===== src/rtl/req_encoder_148.sv =====
// req_encoder_148 -- registered 8:3 priority encoder with sticky request
// capture and an acknowledge/timeout grant handshake.
//
// Requests on I_L are latched into a sticky pending register. While enabled
// (EI_L low), the highest-priority pending request is granted. A grant is
// presented on A_L/GS_L/VALID until ACK is seen or ACK_TIMEOUT cycles pass.
// A one-cycle release gap always follows a grant.
//
// Build option: define ROTATE_PRI_EN for round-robin priority. After an
// ACKed grant of idx, the next search starts at idx-1 and moves downward
// with wrap. When it is undefined, priority is fixed with bit 7 highest.
//
// Parameters:
//   ACK_TIMEOUT  GRANT cycles without ACK before the grant is abandoned (1..255)
// Ports:
//   CLK      rising-edge clock
//   RESET_L  asynchronous active-low reset
//   EI_L     active-low enable; new grants start only while low
//   I_L[7:0] active-low request lines
//   ACK      acknowledge of the current grant; only honoured in GRANT
//   A_L[2:0] active-low encoded index of the grant (3'b111 when idle)
//   GS_L     active-low group select, low while a grant is presented
//   VALID    active-high copy of ~GS_L
//   EO_L     active-low "enabled and nothing pending"
//   TMO      one-cycle pulse when a grant is abandoned on timeout
module req_encoder_148 #(
  parameter int unsigned ACK_TIMEOUT = 15
) (
  input  logic       CLK,
  input  logic       RESET_L,
  input  logic       EI_L,
  input  logic [7:0] I_L,
  input  logic       ACK,
  output logic [2:0] A_L,
  output logic       GS_L,
  output logic       VALID,
  output logic       EO_L,
  output logic       TMO
);

  typedef enum logic [1:0] {
    IDLE    = 2'd0,
    GRANT   = 2'd1,
    RELEASE = 2'd2
  } state_t;

  localparam logic [7:0] TIMER_LAST = 8'(ACK_TIMEOUT - 1);

  state_t     state_q, state_d;
  logic [7:0] pending_q, pending_d;
  logic [2:0] idx_q, idx_d;
  logic [7:0] timer_q, timer_d;
  logic [2:0] a_l_q, a_l_d;
  logic       gs_l_q, gs_l_d;
  logic       valid_q, valid_d;
  logic       eo_l_q, eo_l_d;
  logic       tmo_q, tmo_d;
  logic [2:0] search_start;

`ifdef ROTATE_PRI_EN
  logic [2:0] ptr_q, ptr_d;
  assign search_start = ptr_q;
`else
  assign search_start = 3'd7;
`endif

  // Search downward from 'start' with wrap. The loop runs from the farthest
  // candidate to the nearest one so that the nearest set bit is written last
  // and therefore wins.
  function automatic logic [2:0] pick_idx(input logic [7:0] req,
                                          input logic [2:0] start);
    logic [2:0] cand;
    pick_idx = start;
    for (int unsigned k = 8; k > 0; k--) begin
      cand = start - 3'(k - 1);
      if (req[cand]) pick_idx = cand;
    end
  endfunction

  always_comb begin
    state_d   = state_q;
    pending_d = pending_q | ~I_L;
    idx_d     = idx_q;
    timer_d   = timer_q;
    tmo_d     = 1'b0;
`ifdef ROTATE_PRI_EN
    ptr_d     = ptr_q;
`endif
    case (state_q)
      IDLE: begin
        if (!EI_L && (pending_q != '0)) begin
          idx_d   = pick_idx(pending_q, search_start);
          timer_d = '0;
          state_d = GRANT;
        end
      end
      GRANT: begin
        if (ACK) begin
          // The clear overrides a same-cycle set from I_L. A request that is
          // still held low sets the bit again on the next edge.
          pending_d[idx_q] = 1'b0;
          state_d          = RELEASE;
`ifdef ROTATE_PRI_EN
          ptr_d            = idx_q - 3'd1;
`endif
        end else if (timer_q == TIMER_LAST) begin
          tmo_d   = 1'b1;
          state_d = RELEASE;
        end else begin
          timer_d = timer_q + 8'd1;
        end
      end
      RELEASE: state_d = IDLE;
      default: state_d = IDLE;
    endcase

    // Outputs are a registered decode of the current state. The grant is
    // therefore visible one cycle after the edge that enters GRANT, and it
    // stays visible for exactly as many cycles as GRANT lasts.
    a_l_d   = (state_q == GRANT) ? ~idx_q : '1;
    gs_l_d  = (state_q != GRANT);
    valid_d = (state_q == GRANT);
    eo_l_d  = ~(~EI_L && (pending_q == '0));
  end

  always_ff @(posedge CLK or negedge RESET_L) begin
    if (!RESET_L) begin
      state_q   <= IDLE;
      pending_q <= '0;
      idx_q     <= '0;
      timer_q   <= '0;
      a_l_q     <= '1;
      gs_l_q    <= 1'b1;
      valid_q   <= 1'b0;
      eo_l_q    <= 1'b1;
      tmo_q     <= 1'b0;
`ifdef ROTATE_PRI_EN
      ptr_q     <= 3'd7;
`endif
    end else begin
      state_q   <= state_d;
      pending_q <= pending_d;
      idx_q     <= idx_d;
      timer_q   <= timer_d;
      a_l_q     <= a_l_d;
      gs_l_q    <= gs_l_d;
      valid_q   <= valid_d;
      eo_l_q    <= eo_l_d;
      tmo_q     <= tmo_d;
`ifdef ROTATE_PRI_EN
      ptr_q     <= ptr_d;
`endif
    end
  end

  assign A_L   = a_l_q;
  assign GS_L  = gs_l_q;
  assign VALID = valid_q;
  assign EO_L  = eo_l_q;
  assign TMO   = tmo_q;

endmodule

===== config.mk =====
export PLATFORM = sky130hd
export DESIGN_NAME = req_encoder_148
export DESIGN_NICKNAME = d
export VERILOG_FILES = /design/src/rtl/req_encoder_148.sv
export SDC_FILE = /design/constraint.sdc
export NUM_CORES = 1
export LEC_CHECK = 0
export CORE_ASPECT_RATIO = 1.1
export CORE_MARGIN = 2
export CORE_UTILIZATION = 50
export DETAILED_ROUTE_END_ITERATION = 8
export GPL_TIMING_DRIVEN = 0
export PLACE_DENSITY_LB_ADDON = 0.15
export SYNTH_ARGS = -nofsm -noshare
export SYNTH_HDL_FRONTEND = slang
export SYNTH_SLANG_ARGS = --single-unit

===== constraint.sdc =====
create_clock -name CLK -period 1.85 [get_ports CLK]
set_input_delay 0.37 -clock CLK [delete_from_list [all_inputs] [get_ports CLK]]
set_output_delay 0.37 -clock CLK [all_outputs]
set_load 0.005 [all_outputs]

==> results_dict.tcl <==
set metrics [dict create \
    core_region_area_um2 2297 \
    power.clock.fraction 0.192 \
    critical_path_required_ns 2.12 \
    cts_post_setup_buffers_inserted 0 \
    drive_gt1_frac 0.1168 \
    postSynthCellCount 115 \
    synthesis.yosys.warnings 0 \
    clock_tree.root_cell "sky130_fd_sc_hd__clkbuf_4" \
    detailedPlace.worstSlack_ns -0.2456 \
    critPathCaptureType "flop" \
    path_class "input port to flop" \
    drt-initial-drc-count 10 \
    area.growth.synth_to_final_pct 21.78 \
    post-dp-hpwl_um 1857 \
    routed-via-count 942 \
    tritoncts_clock_tree "yes" \
    final_antenna_net_count 0 \
    design.die.area_um2 2884 \
    cts-root-to-sink-buffers 2 \
    final-setup-viol-count 0 \
    grt_max_degree 29 \
    critPathSlowestCell "sky130_fd_sc_hd__clkdlybuf4s50_1" \
    pwr_density_cell_nw_per_um2 1013 \
    setup-tns-final_ns 0 \
    vdd_drop_max_mv 0.7326 \
    max_freq_ghz 0.5701 \
    routed_via_density 5.641 \
    post-route-drc-count 0 \
    syn_avg_cell_area_um2 10.74 \
    timing.critical_path.fanout_max 7 \
    unrepaired_setup_endpoints_after_global_routing "no" \
    netlist-cell-type-count 34 \
    avgRoutedWirePerCell_um 15.29 \
    netSwitchingPower_uw 464.4 \
    worstHoldPathType "flop to flop" \
    cp.buffers_inverters 1 \
    port-buffer-count 18 \
    overflow 0 \
    outcome "complete, no violations" \
    die_span_in_y_um 56.12 \
    clk-insertion-delay-late_ns 0.33 \
    cts_made_buffers 3 \
    p_comb_frac 0.255 \
    fin_worst_skew_ns 0.005859 \
    power_switching_share 0.3049 \
    path_delay_family "simple AND/OR/NAND/NOR gates" \
    clkSlewWorstSetupHoldPaths_ns 0.14 \
    std_cell_rows 18 \
    proportion_of_synthesized_chip_area_in_sequential_cells 0.5724 \
    top_level_ports 19 \
    max_cap_violations 0 \
    worst_ep_arrival_time_ns 2.02 \
    power_report.internal_total_uw 1059 \
    cts_num_sinks 28 \
    num_antenna_cells 0 \
    fillCellCount 198 \
    max_stage_delay_ns 0.50 \
    detail_route.wirelength_um 2553 \
    start_util 0.5376 \
    share_seq_of_total_power 0.553 \
    gr-usage-all-layers 0.1965 \
    timing.final.hold_violations 0 \
    grt_antenna_before_repair 0 \
    startpoint_class_of_the_critical_path "input port" \
    grt_pass1_vias 921 \
    cts.htree.levels 1 \
    leakagePower_uw 0.0006000 \
    die-width_um 51.39 \
    global_route_wire_length_before_repair_um 4195 \
    postSynthNetCount 129 \
    fin_ws_ns 0.09600 \
    min_period_ns 1.754 \
    critical_path_cell_list "clkdlybuf4s50_1 -> or3b_4 -> a21o_4 -> or3_1 -> a21oi_2" \
    dr.pass1.iters 4 \
    nets 152 \
    tightestPinTransition_ns 1.205 \
    slew_headroom 0.1944 \
    finalWeightedCongestion 0.7811 \
    postSynthRegisterBits 28 \
    syn-cell-area_um2 1235 \
    final_max_slew_viols 0 \
    min_period_over_period 0.9481 \
]
synth_stat cells (all sizes together):
| cell | count | area, um2 |
|---|---|---|
| dfrtp | 23 | 575.6 |
| a21oi | 13 | 72.57 |
| nor2 | 11 | 41.29 |
| nor2b | 8 | 50.05 |
| nand2 | 7 | 26.28 |
| o21ai | 6 | 30.03 |
| dfstp | 5 | 131.4 |
| inv | 5 | 18.77 |
| a31oi | 4 | 25.02 |
| nand3 | 4 | 20.02 |
| a21o | 2 | 22.52 |
| a32oi | 2 | 17.52 |
| a41oi | 2 | 17.52 |
| and3 | 2 | 13.77 |
| ha | 2 | 25.02 |
| nand2b | 2 | 12.51 |
| nor4 | 2 | 12.51 |
| or3 | 2 | 12.51 |
| a211oi | 1 | 7.510 |
| a22oi | 1 | 7.510 |
| and3b | 1 | 8.760 |
| and4 | 1 | 8.760 |
| clkbuf | 1 | 3.750 |
| nand3b | 1 | 7.510 |
| nand4 | 1 | 6.260 |
| nand4b | 1 | 8.760 |
| nor4b | 1 | 15.01 |
| o31ai | 1 | 7.510 |
| or3b | 1 | 11.26 |
| xnor2 | 1 | 8.760 |
| xor2 | 1 | 8.760 |
cell usage in the layout, fill, tap and decap left out, types with 3 or more instances in the layout:
cell | Yosys | routed
sky130_fd_sc_hd__clkbuf_4 | 0 | 3
sky130_fd_sc_hd__dfstp_2 | 5 | 5
sky130_fd_sc_hd__inv_1 | 5 | 5
sky130_fd_sc_hd__nor2b_1 | 8 | 8
sky130_fd_sc_hd__o21ai_0 | 6 | 6
sky130_fd_sc_hd__nor2_1 | 11 | 11
sky130_fd_sc_hd__clkdlybuf4s50_1 | 0 | 18
sky130_fd_sc_hd__nand3_1 | 4 | 4
sky130_fd_sc_hd__dfrtp_1 | 23 | 23
sky130_fd_sc_hd__a21oi_1 | 11 | 11
sky130_fd_sc_hd__a31oi_1 | 4 | 4
sky130_fd_sc_hd__nand2_1 | 7 | 7
power by group through the flow:
| stage | logic [uW] | registers (uW) | clock network, uW |
|---|---|---|---|
| after floorplan | 208 | 833 | 0 |
| after global placement | 368 | 846 | 0 |
| after detailed placement | 382 | 854 | 0 |
| after CTS | 384 | 841 | 306 |
| after global routing | 443 | 864 | 324 |
| final | 388 | 843 | 293 |
stage by stage:
| step | instances | cell area [um2] | hold slack (ns) | utilization | power [uW] |
|---|---|---|---|---|---|
| 3_3_place_gp | 163 | 1453 | 0.4463 | 0.6324 | 1214 |
| 4_1_cts | 167 | 1489 | 0.4640 | 0.6481 | 1531 |
| 6_report | 167 | 1504 | 0.4585 | 0.6547 | 1523 |
| 5_1_grt | 167 | 1504 | 0.4832 | 0.6547 | 1631 |
| 2_1_floorplan | 115 | 1235 | 0.07441 | - | 1041 |
| 3_5_place_dp | 163 | 1453 | 0.4444 | 0.6324 | 1235 |
timing repair:
action | CTS | global route
hold buffers | 0 | 0
setup endpoints to repair | 0 | 3
resized for setup | 0 | 2
worst register-to-register path, stage by stage, from the launching register on:
cell and delay, ns:
sky130_fd_sc_hd__dfrtp_1 0.44, sky130_fd_sc_hd__inv_1 0.06, sky130_fd_sc_hd__ha_1 0.22, sky130_fd_sc_hd__nor4b_4 0.16, sky130_fd_sc_hd__a21o_4 0.23, sky130_fd_sc_hd__or3_1 0.36, sky130_fd_sc_hd__a21oi_2 0.14
flip-flops by register name, summed over array words and instances (netlist names):
| register | flops |
|---|---|
| TMO | 1 |
| A_L | 3 |
| EO_L | 1 |
| VALID | 1 |
| timer_q | 8 |
| state_q | 2 |
| pending_q | 8 |
| GS_L | 1 |
| idx_q | 3 |
final cells by class:
class,instances,area [um2],area share
Inverter,5,18.77,0.01248
Tap cell,30,37.54,0.02496
Sequential cell,28,706.9,0.4701
Multi-Input combinational cell,81,520.5,0.3461
Clock buffer,4,36.28,0.02413
Timing Repair Buffer,18,180.2,0.1198
Buffer,1,3.754,0.002496
final timing paths:
kind                                 start      endpoint  slack, ns  cells after the start
max in group asynchronous          RESET_L    timer_q[3]       0.48                      1
min in group asynchronous          RESET_L  pending_q[4]       0.66                      1
worst min register to register    idx_q[0]        A_L[0]       0.46                      1
worst max register to register  timer_q[0]    timer_q[7]       0.18                      6
worst max-delay path                   ACK    timer_q[7]        0.1                      5
worst min-delay path              idx_q[0]        A_L[0]       0.46                      1
metal layers:
metal | global-route usage | wire length (um)
met1 | 0.2429 | 1014
met2 | 0.3352 | 1381
met3 | 0.02419 | 78
met4 | 0.09023 | 78
met5 | 0 | 0
cell families (layout without fill, tap and decap cells):
group,Yosys count,in the layout,synth area share
flip-flops,28,28,0.5724
AND/OR/NAND/NOR,45,45,0.2067
XOR/XNOR,2,2,0.01419
buffers and inverters,6,28,0.01824
AO/OA/AOI/OAI,32,32,0.1682
adder cells (fa/ha/maj),2,2,0.02026
Power figures use the tool's default switching activity.
